<file path="config.mk">
export PLATFORM = sky130hd
export DESIGN_NAME = pwm_sequencer
export DESIGN_NICKNAME = d
export VERILOG_FILES = /design/src/rtl/pwm_sequencer_pkg.sv /design/src/rtl/pwm_sequencer_timer.sv /design/src/rtl/pwm_sequencer.sv
export SDC_FILE = /design/constraint.sdc
export NUM_CORES = 1
export LEC_CHECK = 0
export BUFFER_PORTS_ARGS = -buffer_cell sky130_fd_sc_hd__buf_2
export CORE_MARGIN = 2
export CORE_UTILIZATION = 41
export CTS_CLUSTER_DIAMETER = 60
export CTS_CLUSTER_SIZE = 28
export DETAILED_ROUTE_END_ITERATION = 8
export SYNTH_ARGS = -nofsm -noshare
export SYNTH_HDL_FRONTEND = slang
export SYNTH_SLANG_ARGS = --single-unit
</file>
<file path="constraint.sdc">
create_clock -name clk -period 7.89 [get_ports clk]
set_input_delay 0.3945 -clock clk [delete_from_list [all_inputs] [get_ports clk]]
set_output_delay 0.3945 -clock clk [all_outputs]
set_load 0.005 [all_outputs]
</file>
<file path="src/rtl/pwm_sequencer_pkg.sv">
`default_nettype none
// +----------------------------------------------------------------------+
// | Module      : pwm_sequencer_pkg                                      |
// | Description : Shared sequencer state encoding and step-entry layout. |
// | Revision    : 1.0 - initial release                                  |
// +----------------------------------------------------------------------+
package pwm_sequencer_pkg;

  // Sequencer states; LOAD and NEXT are single-cycle timer (re)latch slots
  typedef enum logic [1:0] {
    ST_IDLE = 2'd0,
    ST_LOAD = 2'd1,
    ST_RUN  = 2'd2,
    ST_NEXT = 2'd3
  } seq_state_t;

  // Step entry packed LSB first: {last, reps, cmp, top, prescaler}
  localparam int ENTRY_PSC_LSB = 0;

  function automatic int entry_top_lsb(input int pb);
    return pb;
  endfunction

  function automatic int entry_cmp_lsb(input int pb, input int tb);
    return pb + tb;
  endfunction

  function automatic int entry_reps_lsb(input int pb, input int tb);
    return pb + 2 * tb;
  endfunction

  function automatic int entry_last_pos(input int pb, input int tb, input int rb);
    return pb + 2 * tb + rb;
  endfunction

  function automatic int entry_width(input int pb, input int tb, input int rb);
    return pb + 2 * tb + rb + 1;
  endfunction

endpackage
`default_nettype wire

</file>
<file path="src/rtl/pwm_sequencer_timer.sv">
`default_nettype none
// +----------------------------------------------------------------------+
// | Module      : pwm_sequencer_timer                                    |
// | Description : Prescaled up-counting PWM timer. Parameters are        |
// |               latched on the first go cycle and on each relatch.     |
// | Revision    : 1.0 - initial release                                  |
// +----------------------------------------------------------------------+
module pwm_sequencer_timer #(
  parameter int PRESCALER_BITS = 8,
  parameter int TIMER_BITS     = 16
) (
  input  logic                      clk,
  input  logic                      rst_n,
  input  logic                      go,
  input  logic                      relatch,
  input  logic [PRESCALER_BITS-1:0] prescaler_cnt,
  input  logic [TIMER_BITS-1:0]     top_cnt,
  input  logic [TIMER_BITS-1:0]     cmp_cnt,
  output logic                      pwm,
  output logic                      cmp_match,
  output logic                      top_match,
  output logic [TIMER_BITS-1:0]     counter
);

  logic [PRESCALER_BITS-1:0] r_psc_lat;
  logic [PRESCALER_BITS-1:0] r_psc;
  logic [TIMER_BITS-1:0]     r_top_lat;
  logic [TIMER_BITS-1:0]     r_cmp_lat;
  logic [TIMER_BITS-1:0]     r_cnt;
  logic                      r_active;
  logic                      w_on;

  // Latch on start/relatch (count restarts at 0), otherwise prescale then count
  always_ff @(posedge clk) begin
    if (!rst_n) begin
      r_psc_lat <= '0;
      r_top_lat <= '0;
      r_cmp_lat <= '0;
      r_psc     <= '0;
      r_cnt     <= '0;
      r_active  <= 1'b0;
    end else if (!go) begin
      r_psc    <= '0;
      r_cnt    <= '0;
      r_active <= 1'b0;
    end else if (!r_active || relatch) begin
      r_psc_lat <= prescaler_cnt;
      r_top_lat <= top_cnt;
      r_cmp_lat <= cmp_cnt;
      r_psc     <= '0;
      r_cnt     <= '0;
      r_active  <= 1'b1;
    end else if (r_psc == r_psc_lat) begin
      r_psc <= '0;
      r_cnt <= (r_cnt == r_top_lat) ? '0 : r_cnt + TIMER_BITS'(1);
    end else begin
      r_psc <= r_psc + PRESCALER_BITS'(1);
    end
  end

  // Outputs are forced low whenever the timer is not enabled and latched
  assign w_on      = go & r_active;
  assign pwm       = w_on & (r_cnt <= r_cmp_lat);
  assign cmp_match = w_on & (r_cnt == r_cmp_lat);
  assign top_match = w_on & (r_cnt == r_top_lat);
  assign counter   = w_on ? r_cnt : '0;

endmodule
`default_nettype wire

</file>
<file path="src/rtl/pwm_sequencer.sv">
`default_nettype none
// +----------------------------------------------------------------------+
// | Module      : pwm_sequencer                                          |
// | Description : Steps a PWM timer through a table of entries, each     |
// |               running reps+1 timer periods, with optional looping.   |
// | Revision    : 1.0 - initial release                                  |
// +----------------------------------------------------------------------+
module pwm_sequencer
  import pwm_sequencer_pkg::*;
#(
  parameter  int PRESCALER_BITS = 8,
  parameter  int TIMER_BITS     = 16,
  parameter  int DEPTH          = 8,
  parameter  int REP_BITS       = 8,
  localparam int AW             = $clog2(DEPTH)
) (
  input  logic                      clk,
  input  logic                      rst_n,
  input  logic                      cfg_we,
  input  logic [AW-1:0]             cfg_addr,
  input  logic [PRESCALER_BITS-1:0] cfg_prescaler,
  input  logic [TIMER_BITS-1:0]     cfg_top,
  input  logic [TIMER_BITS-1:0]     cfg_cmp,
  input  logic [REP_BITS-1:0]       cfg_reps,
  input  logic                      cfg_last,
  input  logic                      start,
  input  logic                      stop,
  input  logic                      loop,
  output logic                      busy,
  output logic [AW-1:0]             step_idx,
  output logic                      step_done,
  output logic                      seq_done,
  output logic                      pwm,
  output logic                      cmp_match,
  output logic                      top_match,
  output logic [TIMER_BITS-1:0]     counter
);

  localparam int c_ew       = entry_width(PRESCALER_BITS, TIMER_BITS, REP_BITS);
  localparam int c_top_lsb  = entry_top_lsb(PRESCALER_BITS);
  localparam int c_cmp_lsb  = entry_cmp_lsb(PRESCALER_BITS, TIMER_BITS);
  localparam int c_reps_lsb = entry_reps_lsb(PRESCALER_BITS, TIMER_BITS);
  localparam int c_last_pos = entry_last_pos(PRESCALER_BITS, TIMER_BITS, REP_BITS);

  seq_state_t                r_state;
  logic                      r_go;
  logic                      r_relatch;
  logic [AW-1:0]             r_step_idx;
  logic [REP_BITS-1:0]       r_rep_cnt;
  logic [PRESCALER_BITS-1:0] r_pc;
  logic                      r_step_done;
  logic                      r_seq_done;
  logic [c_ew-1:0]           r_table [DEPTH];

  logic [c_ew-1:0]           w_wr_entry;
  logic [c_ew-1:0]           w_entry;
  logic [PRESCALER_BITS-1:0] w_psc;
  logic [TIMER_BITS-1:0]     w_top;
  logic [TIMER_BITS-1:0]     w_cmp;
  logic [REP_BITS-1:0]       w_reps;
  logic                      w_last;
  logic                      w_is_last;
  logic                      w_period_end;
  logic [TIMER_BITS-1:0]     w_counter;

  // Pack the configuration inputs into the shared entry layout
  always_comb begin
    w_wr_entry                                   = '0;
    w_wr_entry[ENTRY_PSC_LSB +: PRESCALER_BITS] = cfg_prescaler;
    w_wr_entry[c_top_lsb +: TIMER_BITS]          = cfg_top;
    w_wr_entry[c_cmp_lsb +: TIMER_BITS]          = cfg_cmp;
    w_wr_entry[c_reps_lsb +: REP_BITS]           = cfg_reps;
    w_wr_entry[c_last_pos]                       = cfg_last;
  end

  // Step table in flops; only writable while idle so a running step never changes
  always_ff @(posedge clk) begin
    if (!rst_n) begin
      for (int i = 0; i < DEPTH; i++) begin
        r_table[i] <= '0;
      end
    end else if (cfg_we && (r_state == ST_IDLE)) begin
      r_table[cfg_addr] <= w_wr_entry;
    end
  end

  assign w_entry   = r_table[r_step_idx];
  assign w_psc     = w_entry[ENTRY_PSC_LSB +: PRESCALER_BITS];
  assign w_top     = w_entry[c_top_lsb +: TIMER_BITS];
  assign w_cmp     = w_entry[c_cmp_lsb +: TIMER_BITS];
  assign w_reps    = w_entry[c_reps_lsb +: REP_BITS];
  assign w_last    = w_entry[c_last_pos];
  // The final table slot always terminates the pass
  assign w_is_last = w_last | (r_step_idx == AW'(DEPTH - 1));

  // r_pc mirrors the timer prescaler so the period end is known without peeking inside
  assign w_period_end = (r_state == ST_RUN) && (r_pc == w_psc) && (w_counter == w_top);

  // Sequencer FSM with registered control and pulse outputs; stop overrides everything
  always_ff @(posedge clk) begin
    if (!rst_n) begin
      r_state     <= ST_IDLE;
      r_go        <= 1'b0;
      r_relatch   <= 1'b0;
      r_step_idx  <= '0;
      r_rep_cnt   <= '0;
      r_pc        <= '0;
      r_step_done <= 1'b0;
      r_seq_done  <= 1'b0;
    end else begin
      r_step_done <= 1'b0;
      r_seq_done  <= 1'b0;
      if (stop && (r_state != ST_IDLE)) begin
        r_state   <= ST_IDLE;
        r_go      <= 1'b0;
        r_relatch <= 1'b0;
      end else begin
        case (r_state)
          ST_IDLE: begin
            if (start && !stop) begin
              r_state    <= ST_LOAD;
              r_go       <= 1'b1;
              r_step_idx <= '0;
              r_rep_cnt  <= '0;
            end
          end
          ST_LOAD: begin
            r_state <= ST_RUN;
            r_pc    <= '0;
          end
          ST_RUN: begin
            r_pc <= (r_pc == w_psc) ? '0 : r_pc + PRESCALER_BITS'(1);
            if (w_period_end) begin
              if (r_rep_cnt < w_reps) begin
                r_rep_cnt <= r_rep_cnt + REP_BITS'(1);
              end else begin
                r_step_done <= 1'b1;
                r_rep_cnt   <= '0;
                if (!w_is_last) begin
                  r_state    <= ST_NEXT;
                  r_relatch  <= 1'b1;
                  r_step_idx <= r_step_idx + AW'(1);
                end else if (loop) begin
                  r_state    <= ST_NEXT;
                  r_relatch  <= 1'b1;
                  r_step_idx <= '0;
                end else begin
                  r_state    <= ST_IDLE;
                  r_go       <= 1'b0;
                  r_seq_done <= 1'b1;
                end
              end
            end
          end
          ST_NEXT: begin
            r_state   <= ST_RUN;
            r_relatch <= 1'b0;
            r_rep_cnt <= '0;
            r_pc      <= '0;
          end
          default: begin
            r_state <= ST_IDLE;
            r_go    <= 1'b0;
          end
        endcase
      end
    end
  end

  pwm_sequencer_timer #(
    .PRESCALER_BITS (PRESCALER_BITS),
    .TIMER_BITS     (TIMER_BITS)
  ) u_timer (
    .clk           (clk),
    .rst_n         (rst_n),
    .go            (r_go),
    .relatch       (r_relatch),
    .prescaler_cnt (w_psc),
    .top_cnt       (w_top),
    .cmp_cnt       (w_cmp),
    .pwm           (pwm),
    .cmp_match     (cmp_match),
    .top_match     (top_match),
    .counter       (w_counter)
  );

  assign counter   = w_counter;
  assign busy      = (r_state != ST_IDLE);
  assign step_idx  = r_step_idx;
  assign step_done = r_step_done;
  assign seq_done  = r_seq_done;

endmodule
`default_nettype wire
</file>
---- Word level (Yosys, flattened, before mapping) ----
Memory sizes are Yosys's and may differ from the RTL's. A register that Yosys moved wholly into a read port is not among the register bits.
Index checks and enable logic that the tools add are counted.
word-level totals
  register bits after elaboration ......... 90
  latch bits .............................. 0
  RAM bits ................................ 392
  memory bits (read-only) ................. 0
  input port bits ......................... 58
  output and inout port bits .............. 25
  word-level logic and storage cells ...... 119
  memories ................................ 1
operators by class
  add/subtract/negate cells ............... 5
  multiply operators ...................... 0
  div/mod/pow operators ................... 0
  $lt $le $gt $ge ......................... 2
  equal/unequal tests ..................... 15
  shift-type cells ........................ 0
  multiplexer cells ....................... 42
  bitwise gates (word level) .............. 11
  reductions and logical operators ........ 29
memory list
  memory   words  bits a word  read ports  clocked after Yosys merged registers in  write ports  line                 source
  r_table  8      49           1           1                                        8            pwm_sequencer.sv:53  logic [c_ew-1:0] r_table [DEPTH];
operators with widths
  kind                                                              number
  49-bit two-way mux                                                1
  49-bit OR reduction                                               1
  16-bit == test                                                    3
  16-bit two-way mux                                                2
  8-bit two-way mux                                                 4
  8-bit by 1-bit adder with 8-bit output (second input constant)    3
  3-bit two-way mux                                                 8
  8-bit case mux with 3 select lines                                1
  16-bit by 1-bit adder with 16-bit output (second input constant)  1
  8-bit == test                                                     2
  16-bit less-or-equal comparator                                   1
  1-bit two-way mux                                                 16
  8-bit case mux with 2 select lines                                1
  6-bit AND reduction                                               2
  2-bit two-way mux                                                 5
  8-bit less-than comparator                                        1
  2-bit inequality test (second input constant)                     4
  4-bit AND reduction                                               2
  2-bit nonzero test                                                4
  4-bit OR reduction                                                2
  1-bit NOT                                                         6
  2-bit case mux with 3 select lines                                1
  3-bit case mux with 2 select lines                                1
  2-bit AND reduction                                               3
  18 further kinds                                                  29

---- Depth between registers and ports, before layout ----
Gate-level depths: netlist of the first run.
  depth after elaboration ................. 8
  mapped depth ............................ 17
  depth with buffers taken out ............ 11

---- Modules after synthesis ----
From an unflattened synthesis of the first run, not the netlist that was laid out.
second synthesis, totals
  cells, all modules ...................... 1761
  area, all modules ....................... 22949.5 sq um
by module, submodules not included
  module               instances  cells an instance  area each (sq um)  sequential area each (sq um)
  pwm_sequencer        1          1349               19593.8            12331.8
  pwm_sequencer_timer  1          412                3355.7             1301.2

---- Least setup slack after synthesis of the first run ----
Ideal clock, no wire load.
  path type ............................... reg2reg
  from .................................... register r_state[0]
  to ...................................... memory r_table[2][0] in the netlist's numbering (enable)
  library setup time ...................... 0.523 ns
  arrival time ............................ 4.377 ns
  required time ........................... 7.367 ns
  slack ................................... 2.990 ns
  cell stages (with the launch flop) ...... 4
  path buffers ............................ 0
  clock period less this slack ............ 4.900 ns
  cells stage by stage .................... dfxtp_1 nor2_1 nand4b_1 o21ai_0
RTL lines
  element                   line                  source
  start: declaration        pwm_sequencer.sv:45   seq_state_t r_state;
  start signal: assignment  pwm_sequencer.sv:102  r_state <= ST_IDLE;
  start signal: assignment  pwm_sequencer.sv:114  r_state <= ST_IDLE;
  start signal: assignment  pwm_sequencer.sv:121  r_state <= ST_LOAD;
  end: declaration          pwm_sequencer.sv:53

==> results of run 1 <==
[synth_stat cells (19+ instances only)]
library cell	number
clkbuf_1	63
nor2_1	59
inv_1	39
mux2i_1	81
and3_1	24
ha_1	29
xor2_1	34
nor2b_1	19
o211a_1	27
edfxtp_1	392
mux4_2	72
dfxtp_1	93
nand3_1	36
nand2_1	83
and2_1	407
o21ai_0	20
xnor2_1	22
[routing by layer]
layer,vias up,track usage (%),share of wire [%]
met2,387,33.7,47
met4,10,4.52,1.8
met5,-,0,0.095
met1,7120,30.0,45
li1,6370,-,-
met3,72,3.92,6.1
[placed cells by master, fill, tap and decap left out, types with 12 or more instances in the layout]
cell type  count
nand4_1       18
and2_1       407
dfxtp_1       90
buf_2         82
xnor2_1       22
o211a_1       27
nand3_1       36
a21oi_1       14
a22o_1        12
clkbuf_16     40
mux4_2        72
ha_1          29
nand2_1       83
nor2_1        53
inv_1         39
xor2_1        34
nor2b_1       19
buf_4         30
and3_1        24
mux2i_1       81
edfxtp_1     392
a21o_1        16
o21ai_0       14
[through the flow]
stage | std cells | instance area, um2 | setup WS (ns)
after global placement | 2480 | 24100 | 3.35
final | 2554 | 25600 | 3.43
after global routing | 2553 | 25600 | 3.09
after floorplan | 1718 | 22900 | 2.99
after detailed placement | 2480 | 24100 | 3.38
after CTS | 2551 | 25600 | 3.34
[area by class of cell]
cell class | count | area, um2
Sequential cell | 485 | 13600
Clock inverter | 29 | 438
Fill cell | 4873 | 29600
Inverter | 39 | 146
Antenna cell | 3 | 7.51
Multi-Input combinational cell | 1096 | 8750
Timing Repair Buffer | 112 | 636
Tap cell | 748 | 936
Clock buffer | 42 | 1010
[report_power, final]
group	switching, mW	leakage (nW)	internal, mW
logic	0.193	4.16	0.0957
clock network	1.08	0.697	1.13
registers	0.0334	4.85	2.86
total	1.30	9.71	4.09
[cells by family (layout without fill, tap and decap cells)]
kind of cell,after synthesis,in the layout
AND/OR/NAND/NOR,695,695
flip-flops,485,485
multiplexers,160,160
AO/OA/AOI/OAI,156,156
buffers and inverters,137,222
XOR/XNOR,56,56
adder cells (fa/ha/maj),29,29
other,0,3
[sequential cells by signal, summed over array words and instances, names as in the netlist, named ones only]
name               cells
r_go                   1
r_pc                   8
r_relatch              1
r_rep_cnt              8
r_state                2
r_table              392
seq_done               1
step_done              1
step_idx               3
u_timer.r_active       1
u_timer.r_cmp_lat     16
u_timer.r_cnt         16
u_timer.r_psc          8
u_timer.r_psc_lat      8
u_timer.r_top_lat     16
[path summary, 6_finish.rpt]
check                                                 start                            to  slack [ns]  depth (start not counted)
worst max-delay path                              flip-flop       r_state[0]$_SDFFE_PP0P_        3.43                          9
worst min-delay path                            cfg_top[11]  r_table[1][19]$_SDFFCE_PN0P_        0.16                          2
worst max register to register                    flip-flop       r_state[0]$_SDFFE_PP0P_        3.43                          9
worst min register to register  u_timer.r_psc[0]$_SDFF_PP0_   u_timer.r_psc[0]$_SDFF_PP0_        0.47                          1
==> impl_results.md, run 1 <==
* Status: finished, final reports clean
* Syn nets at 1805
* Post-Synth Simple-Gate Area at 17.4%
* Number of nets in the layout at ~1900
* Leakage at roughly 9.7 nW
* Adder-Cell Fraction of Synth Area at 1.59%
* CP bufs+invs at 1
* Layout cells sized above 1 at 16.5%
* Initial antenna violation count at 9
* Synth Register Bits at 485
* Netlist cell types at a little under 70
* Die area at 57700 um2
* P per Cell Area at 211 nW/um2
* Global-route wire length before repair at 89.5 mm
* Hold Crit Class: input pin to flip-flop
* # IOs at 83
* Hold buffer count at cts at 0
* Longest Clk Path Bufs at 3
* Clock Pin Slew Worst Setup and Hold Paths at 0.09 ns
* Critical Path RT at roughly 8.4 ns
* CTS tree: built
* Mux share of post-synthesis cell area at 11.1%
* Rows at 86
* Worst hold margin at 0.158 ns
* Pin count of the biggest net entering global routing at 57
* CTS Sinks at 485
* Final min period at 4.46 ns
* Worst path slowest cell: dfxtp_4
* Final setup violation count at 0
* Synthesis-to-layout area growth at 11.7%
* Worst setup EP type: flip-flop
* RSZ-0062 raised after global routing: false
* WP data arrival at between 4 and 5 ns
* Largest family of logic cells by synthesized area: simple AND/OR/NAND/NOR gates
* Warnings, synthesis at 0
* Drt pass-1 iters at 5
* GR Util All Layers at 21.1%
* Clock Latency Late Sink at approximately 0.60 ns
* Max cap viols at 0
* Main synth FF type: edfxtp_1
* Worst path top cell family by delay: simple AND/OR/NAND/NOR gates
* Total Power at 5.39 mW
* Worst vdd ir at 162 uV
* Die width at between 200 and 250 um
* Top cell type's share of synthesized area at 51.4%
* Mapped Cells at roughly 1700
* Antenna Nets Post-Route at 0
* CTS resizes at 0
* Synth top area cells: edfxtp_1, and2_1, dfxtp_1
* # DRC at 0
* Layout Skew at 0.0331 ns
* Vias in the first global route at roughly 14000
* Starting Density at 41.5%
* Period utilization at 56.5%
* Port bufs at 82
* Critical path type: flip-flop to flip-flop
* Async set-or-reset flop fraction in the synthesized netlist at 0%
* CTS Buf Count at 39
* Avg Vias per Cell at around 5.5
* EDFF count, synth at 392
* HPWL Detailed at between 30 and 40 mm
* Buffer count from post-CTS setup fixing at 0
* Final WL at ~60 mm
* Fmax at 0.224 GHz
* Sequential fraction of the synthesis area at between 50% and 60%
* Post-synth top area cell: edfxtp_1
* Initial drt markers at between 1000 and 1500
* Hold Fails Final Rpt at 0
* Worst-Margin Slew at 1.02 ns
* DIE HEIGHT at between 200 and 250 um
* Worst Setup Start Kind: flip-flop
* Routed WL per cell at roughly 23 um
* Total grt overflow at 0
* Utilization after layout at 46.3%
* Compound-Gate Fraction of Synth Area at 5.35%
* Worst slew margin at 31.9%
* XOR/XNOR share of the synthesized area at 2.14%
* Syn avg cell area at 13.3 um2
* Synthesized cell area at 22900 um2
* Max Slew Vio Count at 0
* Critical path's largest stage delay at around 0.9 ns
* H-tree levels at 2
* Core ar. at 55200 um2
* CP max FO at 46
* Fin Setup TNS at 0 ns
* Root Buffer: clkbuf_16
* Cells along the critical path: buf_4 -> mux2i_1 -> a22o_1 -> o21a_1 -> or4b_4 -> nor3_2 -> nand4_1 -> o22a_1 -> a2111oi_2
* Final GP Congestion at 0.932
* Via count at roughly 14000
No activity file was read; power rests on OpenSTA's default activity.
==> run 2, diff against run 1 <==
clock period = 4 ns   (was 7.89 ns; I/O delays follow)
==> run 2 against run 1 <==
Against the previous run: worst hold slack lost 0.14 ns; sequential share of layout area shrank 0.94 points; final area grew 1.8%; largest power group unchanged; sequential cell count is the same; highest routed layer unchanged.
==> impl_results.md, run 2 (synthesis gave the netlist of run 1 again) <==
* Worst-Margin Slew at 0.886 ns
* Die area at 57700 um2
* Int Power at just under 8 mW
* Initial drt markers at 1434
* Worst slew margin at 40.7%
* Pin count of the biggest net entering global routing at 50
* Routed WL per cell at around 23 um
* Largest reg by FF count: r_table
* Met3 Resource Use GR at 3.01%
* Commonest non-fill, non-tap cells in the layout: and2_1, edfxtp_1, dfxtp_1, nand2_1, buf_2
* CTS Buf Count at 37
* Hold Crit Class: input pin to flip-flop
* Max FFs per register at a little under 400
* Area of the multi-input gates at 8750 um2
* Switching share of power at a little under a quarter
* Final min period at 3.52 ns
* Hold Fails Final Rpt at 0
* Worst Setup Start Kind: flip-flop
* # DRC at 0
* Number of nets in the layout at ~1900
* Avg Vias per Cell at approximately 5.4
* Antenna Cells at 0
* Final GP Congestion at 0.918
* Longest Clk Path Bufs at 3
* Gr busiest metal: met2
* Commonest non-fill, non-tap cell in the layout: and2_1
* Rows at 86
* Worst vdd ir at roughly 260 uV
* Cells along the critical path: buf_12 -> buf_4 -> mux4_2 -> mux2i_1 -> xor2_1 -> nand2_1 -> nor4b_1 -> nand4_1 -> nor3_1 -> and3_1
* Drt pass-1 iters at 5
* Clk pwr share at 37.8%
* Fill cells at 4927
* Post-route setup slack at 0.478 ns
* # IOs at between 80 and 90
* Initial antenna violation count at 3
* H-tree levels at 2
* GR Util All Layers at 21.4%
* Layout Skew at 0.0191 ns
* Critical path type: flip-flop to flip-flop
* Core ar. at 55200 um2
* Layout cells sized above 1 at 16.8%
* Met2 usage at 33.8%
* Met1 Usage GRT at about a third
* Final setup violation count at 0
* HPWL Detailed at between 30 and 40 mm
* CTS resizes at 0
* Clock Latency Late Sink at about 0.58 ns
* Period utilization at around nine tenths
* RSZ-0062 raised after global routing: false
* Leakage at 9.91 nW
* Worst path slowest cell: mux4_2
* Synthesis-to-layout area growth at 13.7%
* Final WL at 60.8 mm
* Max Slew Vio Count at 0
* WP data arrival at 4.03 ns
* Total grt overflow at 0
* Sequential cell area at between 10000 and 15000 um2
* P per Cell Area at roughly 390 nW/um2
* Max cap viols at 0
* Worst setup EP type: flip-flop
* CTS Sinks at around 490
* Comb pwr share at 6.2%
* Vias in the first global route at between 10000 and 15000
* Antenna Nets Post-Route at 0
* Port bufs at 82
* Die width at 240 um
* Dpl ws at 0.545 ns
* Starting Density at approximately 41%
* Via count at about 14000
* Clock Pin Slew Worst Setup and Hold Paths at 0.07 ns
* DIE HEIGHT at 240 um
* Sequential power share at 56.0%
* P_sw at 2.44 mW
* CTS tree: built
* Fmax at 0.284 GHz
* Utilization after layout at a little under half
* Global-route wire length before repair at just over 90 mm
* CP max FO at 38
* Critical path's largest stage delay at 0.52 ns
* Root Buffer: clkbuf_16
* Critical Path RT at 4.51 ns
* Status: finished, final reports clean
-- run 2: worst max-delay path: cells and delay by family (launching register included) --
family                    cells  cell delay (ns)
buffers and inverters         2             0.55
xor gates and xnor gates      1             0.22
DFF                           1             0.36
and+or+nand+nor               5             1.25
muxes                         2             1.03
-- run 2: power groups by stage --
| stage | sequential (mW) | clock, mW | combinational, mW |
|---|---|---|---|
| after floorplan | 5.81 | 0 | 0.324 |
| after global placement | 5.82 | 0 | 0.589 |
| after detailed placement | 5.82 | 0 | 0.599 |
| after CTS | 5.71 | 3.93 | 0.635 |
| after global routing | 5.73 | 4.11 | 0.683 |
| final | 5.71 | 3.85 | 0.630 |
-- run 2: layer usage --
| layer | part of all wire [%] | vias to the layer above |
|---|---|---|
| met2 | 46 | 450 |
| met3 | 6.4 | 72 |
| met4 | 1.9 | 6 |
| met5 | 0.053 | - |
| li1 | - | 6482 |
| met1 | 46 | 7114 |
-- run 2: per-stage QoR --
stage	cells	area [um2]	power [mW]	hold slack, ns	setup TNS, ns
after detailed placement	2500	24400	6.42	0.476	0
after CTS	2607	26000	10.3	0.000127	0
after global placement	2500	24400	6.41	0.464	0
after floorplan	1718	22900	6.13	0.398	-220.41
after global routing	2607	26000	10.5	0.0141	0
final	2607	26000	10.2	0.0196	0
-- run 2: worst paths after layout --
check             slack, ns                     endpoint  cells after the start                      start
setup reg to reg       0.48          seq_done$_SDFF_PP0_                     10                  flip-flop
hold / removal         0.02  r_table[4][6]$_SDFFCE_PN0P_                      2           cfg_prescaler[6]
hold reg to reg        0.48    r_rep_cnt[7]$_SDFFE_PN0P_                      2  r_rep_cnt[7]$_SDFFE_PN0P_
setup / recovery       0.48          seq_done$_SDFF_PP0_                     10                  flip-flop
-- run 2: timing repair --
item,4_1_cts,5_1_grt
setup buffers,0,0
endpoints found under the setup margin,0,0
endpoints found under the hold margin,285,0
hold buffers,40,0
-- run 2: layout make-up --
class | count | area share [%]
flip-flops and latches | 485 | 52.4
multi-input cells | 1096 | 33.6
repair buffers | 172 | 5.09
clock buffers | 45 | 3.88
well taps | 748 | 3.60
clock inverters | 22 | 0.822
inverters | 39 | 0.562
